==> config.mk <==
export PLATFORM = sky130hd
export DESIGN_NAME = u_arrbam_seq
export DESIGN_NICKNAME = d
export VERILOG_FILES = /design/src/rtl/bam_pkg.sv /design/src/rtl/bam_row_mask.sv /design/src/rtl/u_arrbam_seq.sv
export SDC_FILE = /design/constraint.sdc
export NUM_CORES = 1
export LEC_CHECK = 0
export BUFFER_PORTS_ARGS = -buffer_cell sky130_fd_sc_hd__buf_2
export CAP_MARGIN = 10
export CORE_MARGIN = 2
export CORE_UTILIZATION = 54
export CTS_BUF_LIST = sky130_fd_sc_hd__clkbuf_8
export CTS_CLUSTER_DIAMETER = 60
export DETAILED_ROUTE_END_ITERATION = 8
export HOLD_SLACK_MARGIN = 0.06
export PLACE_DENSITY = 0.76
export REMOVE_ABC_BUFFERS = 1
export SYNTH_ARGS = -nofsm -noshare
export SYNTH_HDL_FRONTEND = slang
export SYNTH_HIERARCHICAL = 1
export SYNTH_SLANG_ARGS = --single-unit
==> constraint.sdc <==
create_clock -name clk -period 4.45 [get_ports clk]
set_clock_uncertainty 0.15 [all_clocks]
set_input_delay 0.445 -clock clk [delete_from_list [all_inputs] [get_ports clk]]
set_output_delay 0.445 -clock clk [all_outputs]
set_load 0.03 [all_outputs]
==> src/rtl/bam_pkg.sv <==
// Shared types and helpers for the sequential broken-array multiplier.
// bam_model is a plain bit-level reference of the retained partial-product sum.
package bam_pkg;

    typedef enum logic [1:0] {
        IDLE = 2'd0,
        RUN  = 2'd1,
        DONE = 2'd2
    } bam_state_e;

    function automatic int h_cfg_w(input int width);
        return $clog2(width + 1);
    endfunction

    function automatic int v_cfg_w(input int width);
        return $clog2(2 * width + 1);
    endfunction

    function automatic longint unsigned bam_model(input longint unsigned a,
                                                  input longint unsigned b,
                                                  input int width,
                                                  input int h,
                                                  input int v);
        longint unsigned acc;
        acc = 0;
        for (int j = 0; j < width; j++) begin
            for (int i = 0; i < width; i++) begin
                if (j >= h && (i + j) >= v && a[i] && b[j])
                    acc += 64'd1 << (i + j);
            end
        end
        return acc;
    endfunction

endpackage

==> src/rtl/bam_row_mask.sv <==
// One partial-product row of the broken array: a & b_bit, with every column
// below the vertical break forced to zero.
module bam_row_mask
    import bam_pkg::*;
#(
    parameter int WIDTH = 8,
    parameter int RW    = 4,
    parameter int VW    = 5
) (
    input  logic [WIDTH-1:0] a_i,
    input  logic             b_bit_i,
    input  logic [RW-1:0]    row_i,
    input  logic [VW-1:0]    v_i,
    output logic [WIDTH-1:0] mrow_o
);

    always_comb begin
        mrow_o = '0;
        for (int i = 0; i < WIDTH; i++) begin
            mrow_o[i] = a_i[i] & b_bit_i & ((i + int'(row_i)) >= int'(v_i));
        end
    end

endmodule

==> src/rtl/u_arrbam_seq.sv <==
// Sequential broken-array multiplier: adds one masked partial-product row per clock.
// Define BAM_RUNTIME_BREAK_EN to replace H_BREAK/V_BREAK with h_cfg/v_cfg ports.
//
// state | meaning
// IDLE  | in_ready=1, waiting for an operand pair
// RUN   | adding rows h..WIDTH-1, one per clock
// DONE  | out_valid=1, p held until out_ready
module u_arrbam_seq
    import bam_pkg::*;
#(
    parameter int WIDTH   = 8,
    parameter int H_BREAK = 3,
    parameter int V_BREAK = 10
) (
    input  logic                      clk,
    input  logic                      rst_n,
    input  logic                      in_valid,
    output logic                      in_ready,
    input  logic [WIDTH-1:0]          a,
    input  logic [WIDTH-1:0]          b,
    output logic                      out_valid,
    input  logic                      out_ready,
    output logic [2*WIDTH-1:0]        p
`ifdef BAM_RUNTIME_BREAK_EN
    ,
    input  logic [h_cfg_w(WIDTH)-1:0] h_cfg,
    input  logic [v_cfg_w(WIDTH)-1:0] v_cfg
`endif
);

    localparam int HW = h_cfg_w(WIDTH);
    localparam int VW = v_cfg_w(WIDTH);
    localparam int PW = 2 * WIDTH;

    bam_state_e       state_q;
    logic [WIDTH-1:0] a_q;
    logic [WIDTH-1:0] b_q;
    logic [HW-1:0]    row_q;
    logic [PW-1:0]    acc_q;
    logic [PW-1:0]    acc_d;
    logic [PW-1:0]    p_q;
    logic             out_valid_q;
    logic [HW-1:0]    h_eff;
    logic [VW-1:0]    v_row;
    logic             b_bit;
    logic [WIDTH-1:0] mrow;

`ifdef BAM_RUNTIME_BREAK_EN
    logic [VW-1:0] v_eff;
    logic [VW-1:0] v_q;

    always_comb begin
        h_eff = (int'(h_cfg) > WIDTH) ? HW'(WIDTH) : h_cfg;
        v_eff = (int'(v_cfg) > PW) ? VW'(PW) : v_cfg;
    end

    always_ff @(posedge clk or negedge rst_n) begin
        if (!rst_n)
            v_q <= '0;
        else if (state_q == IDLE && in_valid)
            v_q <= v_eff;
    end

    assign v_row = v_q;
`else
    assign h_eff = HW'(H_BREAK);
    assign v_row = VW'(V_BREAK);
`endif

    // row_q == WIDTH (h saturated) selects no b bit, so that RUN cycle adds zero
    assign b_bit = |(b_q & (WIDTH'(1) << row_q));

    bam_row_mask #(
        .WIDTH (WIDTH),
        .RW    (HW),
        .VW    (VW)
    ) u_row_mask (
        .a_i     (a_q),
        .b_bit_i (b_bit),
        .row_i   (row_q),
        .v_i     (v_row),
        .mrow_o  (mrow)
    );

    assign acc_d = acc_q + (PW'(mrow) << row_q);

    // h >= WIDTH still passes through one empty RUN cycle so latency is never zero
    always_ff @(posedge clk or negedge rst_n) begin
        if (!rst_n) begin
            state_q     <= IDLE;
            a_q         <= '0;
            b_q         <= '0;
            row_q       <= '0;
            acc_q       <= '0;
            p_q         <= '0;
            out_valid_q <= 1'b0;
        end else begin
            unique case (state_q)
                IDLE: begin
                    if (in_valid) begin
                        a_q     <= a;
                        b_q     <= b;
                        row_q   <= h_eff;
                        acc_q   <= '0;
                        state_q <= RUN;
                    end
                end
                RUN: begin
                    acc_q <= acc_d;
                    row_q <= row_q + 1'b1;
                    if (int'(row_q) >= WIDTH - 1) begin
                        state_q     <= DONE;
                        out_valid_q <= 1'b1;
                        p_q         <= acc_d;
                    end
                end
                DONE: begin
                    if (out_ready) begin
                        state_q     <= IDLE;
                        out_valid_q <= 1'b0;
                    end
                end
                default: state_q <= IDLE;
            endcase
        end
    end

    assign in_ready  = (state_q == IDLE);
    assign out_valid = out_valid_q;
    assign p         = p_q;

endmodule
==> key figures, run 1 <==
Timing
  – Achievable clock frequency: 216.6 MHz
  – Worst slew margin: 23.10%
  – Final setup fails: 14
  – Worst hold slack: 0.09820 ns
  – Slew Limit Fails: 0
  – RSZ-0062 raised after global routing: true
  – Minimum clock period: 4.618 ns
  – Slew @ Worst Pin: 1.151 ns
  – Final Hold Viols: 0
  – Fin worst setup slack: -0.1676 ns
  – Crit share post-route: 103.8%

Cells and area
  – Ant. Diodes: 0
  – P&R area growth vs syn: 26.09%
  – Final Non-Filler Cells: 680
  – Nets: 657
  – Layout cell share with drive strength beyond 1: 32.35%
  – Post-layout instance area: 0.005400 mm^2

Place
  – DPL Wire Length: 7652 um
  – IO buf count: 37
  – Dpl cell area: 0.005045 mm^2
  – Placed cells: 660
  – Place WS: -0.2672 ns
  – GP Congestion: 0.9330

GRT
  – Largest net degree at the start of global routing: 56
  – First-pass GRT wire length: 17,680 um
  – GRT Total Usage: 25.07%
  – Vias in the first global route: 3,889
  – Gr ovfl total: 0
  – Initial antenna violation count: 0

Clock tree
  – CTS sink cnt: 55
  – Number of buffers created by CTS: 5
  – CTS tree: yes
  – Max Root-Sink Buffers: 2
  – Clock Latency Late Sink: 0.32 ns
  – CTS H-Tree Depth: 2
  – Root buf cell: clkbuf_8
  – Cts hold-fix bufs: 0
  – CTS clk-pin slew, worst paths: 0.10 ns

Synthesis
  – Ys async rst share: 100.0%
  – Mapped Avg Cell Area: 9.151 um^2
  – Seq cells post-synth: 55
  – Ys flop type: dfrtp_1
  – Share of the synthesized area in the top cell type: 32.14%
  – Yosys cell types: 42
  – Mapped Area: 0.004283 mm^2
  – Synth area leaders: dfrtp_1, ha_1, mux2_2
  – Yosys warning count: 6
  – Synth area leader: dfrtp_1
  – Post-Synthesis Cells: 468
  – EDFF count, synth: 0
  – Sequential area share after synthesis: 32.14%

Min path
  – HP Class: primary input to asynchronous set/reset pin

Pwr
  – Pwr Total: 3911 uW
  – Maximum vdd drop: 621.0 uV
  – Leakage: 0.002779 uW
  – Pwr Density: 724.3 mW/mm^2

Setup path
  – R2R depth: 21
  – Crit path kind: flip-flop to flip-flop
  – Startpoint Class: flip-flop
  – Element type at the critical path end: flip-flop
  – Reg2reg setup slack: -0.17 ns
  – CP Max Fanout: 4
  – Setup crit start: row_q[0]
  – End point of the critical path: acc_q[11]
  – FF-to-FF Start: row_q[0]
  – Worst R2R End: acc_q[11]
  – Worst endpoint required time: 4.46 ns
  – Arrival @ worst endpoint: 4.63 ns

Detailed routing
  – 1st-pass router iterations: 4
  – WL per Instance: 15.88 um
  – Final wirelength: 10,800 um
  – DRC: 0
  – Antenna Violating Nets Remaining: 0
  – Drt via density: 5.735
  – Via count: 3,900
  – Iter 0 DRT Violations: 150

Run status
  – Failing checks: setup timing
  – Outcome: complete, but fails checks

Floorplanning
  – Starting Density: 55.71%
  – Full die area: 0.008659 mm^2
  – Core box area: 0.007687 mm^2
  – Die Ht: 93.06 um
  – IO Pins: 38
  – Chip Width: 93.06 um
  – Rows: 32

Flow run
  – Max Cap Viol: 0
-- final cells by class --
class / count / area (um^2)
clock buffers: 5 / 68.82
clock inverters: 3 / 25.02
fillers: 579 / 2287
inverters: 21 / 80.08
multi-input cells: 376 / 2924
flip-flops and latches: 55 / 1376
well taps: 102 / 127.6
repair buffers: 118 / 798.3
-- what timing repair did --
item,4_1_cts,5_1_grt
gates cloned,1,0
resized for setup,39,33
pin swaps,26,31
setup endpoints to repair,16,22
endpoints found under the hold margin,0,0
buffers inserted,7,5
-- worst min path at each step --
stage / slack, ns / endpoint / start / cells after the start
CTS: 0.13 / p[4] / rst_n / 2
global route: 0.16 / state_q[1] / out_ready / 2
floorplan: -0.0006 / a_q[0] / rst_n / 0
detailed placement: 0.32 / p[5] / p[5] / 2
finish: 0.1 / a_q[5] / rst_n / 2
global placement: 0.31 / p[10] / p[10] / 2
-- per-stage QoR --
step | utilization [%] | TNS (ns)
floorplan | - | -9.108
global placement | 65.63 | -0.2638
detailed placement | 65.63 | -2.825
CTS | 68.39 | -0.5184
global route | 70.25 | -6.775
finish | 70.25 | -1.657
-- per-layer routing --
layer / up-vias / part of all wire [%] / track usage [%]
met4: 0 / 1.9 / 7.966
met3: 23 / 4.6 / 3.626
met2: 103 / 51 / 43.84
li1: 1889 / - / -
met1: 1885 / 43 / 32.05
met5: - / 0 / 0
-- power by group --
group | switching, uW | leakage [uW] | internal, uW
combinational | 1500 | 0.00203 | 1270
clock | 178 | 0.0000443 | 113
sequential | 149 | 0.000702 | 705
-- worst max-delay path, stage by stage (launching register included) --
cell,delay [ns]
dfrtp_1,0.42
buf_4,0.15
buf_4,0.14
ha_2,0.20
ha_1,0.18
a222oi_1,0.35
nor2_1,0.12
and3b_1,0.21
o21ai_1,0.12
o21ai_2,0.12
buf_4,0.15
mux4_2,0.47
mux2i_1,0.18
nor2_1,0.07
ha_1,0.30
buf_4,0.16
nand4_1,0.12
nand2_2,0.10
nor4b_4,0.33
nor2_1,0.09
xnor2_1,0.24
o21ai_1,0.09
-- cell usage in the layout (no fill, tap or decap), drive strengths merged, types with 9 or more instances in the layout --
| master | synthesis | routed |
|---|---|---|
| inv | 20 | 20 |
| xnor2 | 13 | 13 |
| dfrtp | 55 | 55 |
| nand3 | 21 | 21 |
| buf | 6 | 118 |
| nand2 | 49 | 49 |
| mux2 | 22 | 22 |
| o21ai | 53 | 53 |
| ha | 59 | 59 |
| a21o | 21 | 21 |
| nand4 | 14 | 14 |
| o211ai | 9 | 9 |
| nor2 | 16 | 16 |
| and2 | 11 | 11 |
| a21oi | 20 | 20 |
| xor2 | 9 | 9 |
-- synthesized netlist by cell type (all sizes together), types with 14 or more instances --
library cell	n
nand3	21
a21o	21
inv	20
mux2	22
a21oi	20
nor2	16
nand2	49
nand4	14
o21ai	53
ha	59
clkbuf	15
dfrtp	55
-- flip-flops by register name, indices dropped and copies added (netlist names) --
register / count
out_valid: 1
a_q: 8
p: 16
row_q: 4
state_q: 2
b_q: 8
acc_q: 16
-- cells by family after synthesis --
| kind of cell | after synthesis | share of synthesized area [%] |
|---|---|---|
| compound gates | 128 | 18.05 |
| xor+xnor | 22 | 4.499 |
| fa+ha+maj | 60 | 17.70 |
| buf+inv | 42 | 3.885 |
| flops | 55 | 32.14 |
| mux | 31 | 8.647 |
| other cells | 2 | 0.1754 |
| simple gates | 128 | 14.90 |
Power figures use the tool's default switching activity.
==> run 2: changes to the inputs <==
==> constraint.sdc (replaced) <==
create_clock -name clk -period 3.73 [get_ports clk]
set_clock_uncertainty 0.15 [all_clocks]
set_input_delay 0.373 -clock clk [delete_from_list [all_inputs] [get_ports clk]]
set_output_delay 0.373 -clock clk [all_outputs]
set_load 0.03 [all_outputs]
==> key figures, run 2 (synthesis gave the netlist of run 1 again) <==
Timing
  – RSZ-0062 raised after global routing: true
  – Crit share post-route: 129.2%
  – Fin worst setup slack: -1.090 ns
  – Worst hold slack: 0.09581 ns
  – Worst slew margin: 18.10%
  – Achievable clock frequency: 207.5 MHz
  – Final setup fails: 29
  – Final Hold Viols: 0
  – Minimum clock period: 4.820 ns
  – Slew Limit Fails: 0
  – Slew @ Worst Pin: 1.226 ns

Clock tree
  – Max Root-Sink Buffers: 2
  – CTS tree: yes
  – Clock Latency Late Sink: 0.32 ns
  – CTS sink cnt: 55
  – Number of buffers created by CTS: 5
  – CTS clk-pin slew, worst paths: 0.10 ns
  – Root buf cell: clkbuf_8
  – CTS H-Tree Depth: 2

GRT
  – Gr ovfl total: 0
  – Initial antenna violation count: 0
  – Vias in the first global route: 4,238
  – Largest net degree at the start of global routing: 38
  – First-pass GRT wire length: 19,530 um
  – GRT Total Usage: 28.04%

Setup path
  – Worst endpoint required time: 3.74 ns
  – Slowest-stage cell, CP: dfrtp_1
  – Element type at the critical path end: flip-flop
  – Critical-path cell list: clkinv_2, ha_4, a222oi_1, nand2_1, a222oi_1, nor2_1, buf_4, buf_6, o211ai_1, o21ai_1, mux2_4, nand2_1, o21ai_2, o21ai_1, o22ai_1, ha_1, a21o_1, nand2_4, and2_1, o211ai_1, a21oi_1, xor2_1, o21ai_0
  – Cell family with most CP delay: compound AO/OA/AOI/OAI gates
  – Setup crit start: row_q[0]
  – Crit path kind: flip-flop to flip-flop
  – Arrival @ worst endpoint: 4.83 ns
  – CP Max Fanout: 8
  – WP buf/inv: 3
  – Startpoint Class: flip-flop
  – Critical Path Max Stage Delay: 0.42 ns
  – FF-to-FF Start: row_q[0]

Floorplanning
  – IO Pins: 38
  – Starting Density: 55.71%
  – Rows: 32
  – Core box area: 0.007687 mm^2
  – Die Ht: 93.06 um
  – Full die area: 0.008659 mm^2
  – Chip Width: 93.06 um

Cells and area
  – P&R area growth vs syn: 36.34%
  – Most common cell after layout, fill and taps aside: buf_4
  – Post-layout instance area: 0.005839 mm^2
  – Final Non-Filler Cells: 706
  – Layout cell share with drive strength beyond 1: 38.25%
  – Nets: 683
  – Ant. Diodes: 0
  – Final core utilization: 75.96%
  – Commonest non-fill, non-tap cells in the layout: buf_4, dfrtp_1, ha_1
  – Fillcell total: 486

Place
  – Placed cells: 670
  – DPL Wire Length: 7952 um
  – GP Congestion: 0.9949
  – Place WS: -0.9958 ns
  – Dpl cell area: 0.005120 mm^2
  – IO buf count: 37

Flow run
  – Max Cap Viol: 0

Detailed routing
  – Via count: 4,186
  – DRC: 0
  – Drt via density: 5.929
  – WL per Instance: 17.64 um
  – Final wirelength: 12,450 um
  – Antenna Violating Nets Remaining: 0
  – Iter 0 DRT Violations: 239
  – 1st-pass router iterations: 5

Pwr
  – Maximum vdd drop: 678.6 uV
  – Pwr Density: 903.6 mW/mm^2
  – Leakage: 0.002957 uW

Run status
  – Failing checks: setup timing
  – Outcome: complete, but fails checks

Min path
  – HP Class: primary input to flip-flop
  – HP Start: out_ready
[run 2: changes by cell type in the layout (fill, tap and decap cells not counted), moves of 3 or more]
cell / before / now
buf_4: 78 / 97
buf_6: 2 / 9
o21ai_2: 6 / 12
o21ai_1: 22 / 19
o21ai_0: 23 / 19
[run 2: area by class of cell]
type	count	area, um^2	share of cell area (%)
clock buffers	5	68.82	1.178
clock inverters	3	67.56	1.157
inverters	21	80.08	1.371
multi-input cells	376	3094	52.99
flip-flops and latches	55	1376	23.57
well taps	102	127.6	2.186
repair buffers	144	1025	17.55
[run 2: report_power, final]
group          switching (uW)  internal (uW)  leakage [uW]  total [uW]
clock network             205            268     0.0000644         473
registers                 186            841      0.000702        1030
logic                    2020           1750       0.00219        3780
total                    2410           2860       0.00296        5280
[run 2: worst reg2reg max path: stages, from the launching register on]
cell	delay, ns
dfrtp_1	0.42
clkinv_2	0.12
ha_4	0.18
a222oi_1	0.39
nand2_1	0.11
a222oi_1	0.34
nor2_1	0.09
buf_4	0.18
buf_6	0.13
o211ai_1	0.09
o21ai_1	0.14
mux2_4	0.29
nand2_1	0.08
o21ai_2	0.07
o21ai_1	0.22
o22ai_1	0.13
ha_1	0.35
a21o_1	0.24
nand2_4	0.11
and2_1	0.19
o211ai_1	0.12
a21oi_1	0.16
xor2_1	0.21
o21ai_0	0.13
[run 2: metrics by stage]
stage | setup TNS, ns | total power (uW)
after floorplan | -28.50 | 2810
after global placement | -14.77 | 3869
after detailed placement | -18.03 | 4006
after CTS | -13.58 | 4818
after global routing | -31.24 | 5647
final | -22.29 | 5277
[run 2: final timing paths]
kind                              endpoint  slack (ns)  depth (start not counted)
worst min register to register        p[2]        0.33                          2
min in group asynchronous        acc_q[12]        0.44                          2
worst max-delay path                 p[13]       -1.09                         23
max in group asynchronous           a_q[0]        2.17                          3
worst max register to register       p[13]       -1.09                         23
worst min-delay path            state_q[1]         0.1                          2
[run 2: repair_timing]
item,CTS,global route
gates resized for setup,68,44
hold endpoints to repair,25,0
pin swaps,29,33
setup buffers,21,9
setup endpoints to repair,28,30
hold buffers,1,0
[run 2: routing by layer]
| metal | vias up | part of all wire (%) | wire length (um) | global-route usage [%] |
|---|---|---|---|---|
| li1 | 1943 | - | - | - |
| met1 | 2028 | 41 | 5152 | 34.65 |
| met2 | 169 | 50 | 6256 | 50.06 |
| met3 | 46 | 4.7 | 587 | 4.271 |
| met4 | 0 | 3.7 | 457 | 9.314 |
| met5 | - | 0 | 0 | 0 |
==> run 3: changes to the inputs <==
--- a/config.mk
+++ b/config.mk
@@ -12,7 +12,7 @@
 export CTS_BUF_LIST = sky130_fd_sc_hd__clkbuf_8
 export CTS_CLUSTER_DIAMETER = 60
 export DETAILED_ROUTE_END_ITERATION = 8
-export HOLD_SLACK_MARGIN = 0.06
+export HOLD_SLACK_MARGIN = 0.1
 export PLACE_DENSITY = 0.76
 export REMOVE_ABC_BUFFERS = 1
 export SYNTH_ARGS = -nofsm -noshare
==> constraint.sdc (replaced) <==
create_clock -name clk -period 3.73 [get_ports clk]
set_clock_uncertainty 0.15 [all_clocks]
set_input_delay 0.1865 -clock clk [delete_from_list [all_inputs] [get_ports clk]]
set_output_delay 0.1865 -clock clk [all_outputs]
set_load 0.03 [all_outputs]
==> key figures, run 3 (synthesis gave the netlist of run 1 again) <==
Detailed routing
  – Iter 0 DRT Violations: 277
  – 1st-pass router iterations: 5
  – Drt via density: 5.898
  – Antenna Violating Nets Remaining: 0
  – WL per Instance: 17.26 um
  – Via count: 4,235
  – Final wirelength: 12,390 um
  – DRC: 0

Run status
  – Failing checks: setup timing
  – Outcome: complete, but fails checks

Setup path
  – Slowest-stage cell, CP: dfrtp_2
  – Element type at the critical path end: flip-flop
  – Critical Path Max Stage Delay: 0.45 ns
  – Arrival @ worst endpoint: 4.58 ns
  – Critical-path cell list: buf_6, ha_4, a222oi_1, nand2_1, a222oi_1, nor2_1, and3b_2, nand3b_1, o21ai_4, mux2i_4, buf_4, nor2_1, nand2_1, o21ai_0, nor2b_1, ha_1, nand4_1, nor3_2, buf_4, nand4_1, o211ai_1, a21oi_1, xor2_1, o21ai_0
  – CP Max Fanout: 4
  – Startpoint Class: flip-flop
  – Reg2reg setup slack: -0.87 ns
  – Crit path kind: flip-flop to flip-flop
  – Worst endpoint required time: 3.71 ns

Timing
  – Slew @ Worst Pin: 1.145 ns
  – Slew Limit Fails: 0
  – RSZ-0062 raised after global routing: true
  – Final Hold Viols: 0
  – Fin worst setup slack: -0.8712 ns
  – Minimum clock period: 4.601 ns
  – Crit share post-route: 123.4%
  – Achievable clock frequency: 217.3 MHz
  – Worst slew margin: 23.51%
  – Final setup fails: 28
  – Worst hold slack: 0.3038 ns

Pwr
  – Combinational share of power: 73.3%
  – Sw frac: 46.68%
  – Sequential cell fraction of total power: 20.3%
  – Clk pwr share: 6.5%
  – Maximum vdd drop: 634.1 uV
  – Internal power: 2713 uW
  – Switching power: 2375 uW
  – Pwr Density: 862.3 mW/mm^2
  – Leakage: 0.002983 uW

Floorplanning
  – Starting Density: 55.71%
  – Core box area: 0.007687 mm^2
  – Die Ht: 93.06 um
  – IO Pins: 38
  – Rows: 32
  – Full die area: 0.008659 mm^2
  – Chip Width: 93.06 um

GRT
  – Gr ovfl total: 0
  – Initial antenna violation count: 0
  – Vias in the first global route: 4,036
  – Largest net degree at the start of global routing: 54
  – GRT Total Usage: 27.02%
  – First-pass GRT wire length: 18,940 um

Min path
  – HP Class: primary input to flip-flop

Cells and area
  – Ant. Diodes: 0
  – Most common cell after layout, fill and taps aside: buf_4
  – Fillcell total: 474
  – Layout cell share with drive strength beyond 1: 36.69%
  – P&R area growth vs syn: 37.77%
  – Nets: 695
  – Commonest non-fill, non-tap cells in the layout: buf_4, dfrtp_1, ha_1

Place
  – GP Congestion: 0.9306
  – IO buf count: 37
  – DPL Wire Length: 7896 um
  – Place WS: -0.9659 ns

Clock tree
  – CTS tree: yes
  – Root buf cell: clkbuf_8
  – CTS sink cnt: 55
  – Number of buffers created by CTS: 5
  – Clock Latency Late Sink: 0.31 ns
  – CTS clk-pin slew, worst paths: 0.11 ns
  – Max Root-Sink Buffers: 2
  – CTS H-Tree Depth: 2

Flow run
  – Max Cap Viol: 0
[run 3: changes by cell type in the layout (fill, tap and decap cells not counted), moves of 3 or more]
cell,delta
ha_4,+3
dlygate4sd3_1,+18
buf_4,-6
o21ai_0,-5
o21ai_1,+7
[run 3: worst max-delay path: cells and delay by family, from the launching register on]
kind                       cells  cell delay (ns)
AOI/OAI and AO/OA              7             1.13
and+or+nand+nor               10             1.40
DFF                            1             0.45
buffers and inverters          3             0.43
xor gates and xnor gates       1             0.18
adders and majority gates      2             0.48
muxes                          1             0.20
[run 3: repair_timing]
item | in CTS | in global routing
buffers inserted | 8 | 13
pin swaps | 26 | 37
hold buffers | 19 | 0
setup endpoints to repair | 28 | 29
hold endpoints to repair | 73 | 0
gates resized for setup | 49 | 65
[run 3: layout make-up]
type	count	area, um^2	area share [%]
Timing Repair Buffer	156	1169	19.80
Clock inverter	3	16.27	0.2757
Multi-Input combinational cell	376	3060	51.87
Tap cell	102	127.6	2.163
Clock buffer	5	68.82	1.166
Inverter	21	81.33	1.378
Sequential cell	55	1378	23.35
[run 3: worst paths after layout]
path	start	end	depth (start not counted)
max	row_q[0]	acc_q[13]	24
min	in_valid	state_q[0]	4
max reg2reg	row_q[0]	acc_q[13]	24
min reg2reg	p[9]	p[9]	2
max in group asynchronous	rst_n	row_q[0]	3
min in group asynchronous	rst_n	acc_q[12]	3
[run 3: routing by layer]
layer  global-route usage (%)  part of all wire, %  up-vias  wire length [um]
met3                    3.707                  5.0       49               623
li1                         -                    -     1969                 -
met1                    33.59                   41     2030              5089
met5                        0                    0        -                 0
met2                    48.37                   50      187              6246
met4                    8.824                  3.5        0               433
[run 3: power by group through the flow]
| stage | logic [uW] | clock network (uW) | registers, uW |
|---|---|---|---|
| 6_report | 3730 | 328 | 1030 |
| 5_1_grt | 4030 | 355 | 1060 |
| 4_1_cts | 3200 | 331 | 1010 |
| 3_5_place_dp | 3030 | 0 | 1030 |
| 3_3_place_gp | 2920 | 0 | 1010 |
| 2_1_floorplan | 1610 | 0 | 1200 |
[run 3: stage by stage]
| stage | area, um^2 | power [uW] | TNS [ns] | utilization [%] | cells |
|---|---|---|---|---|---|
| detailed placement | 5162 | 4056 | -17.79 | 67.15 | 674 |
| global route | 5901 | 5444 | -24.05 | 76.76 | 718 |
| floorplan | 4214 | 2810 | -28.50 | - | 452 |
| global placement | 5162 | 3933 | -15.43 | 67.15 | 674 |
| finish | 5901 | 5088 | -18.47 | 76.76 | 718 |
| CTS | 5599 | 4549 | -13.03 | 72.84 | 708 |
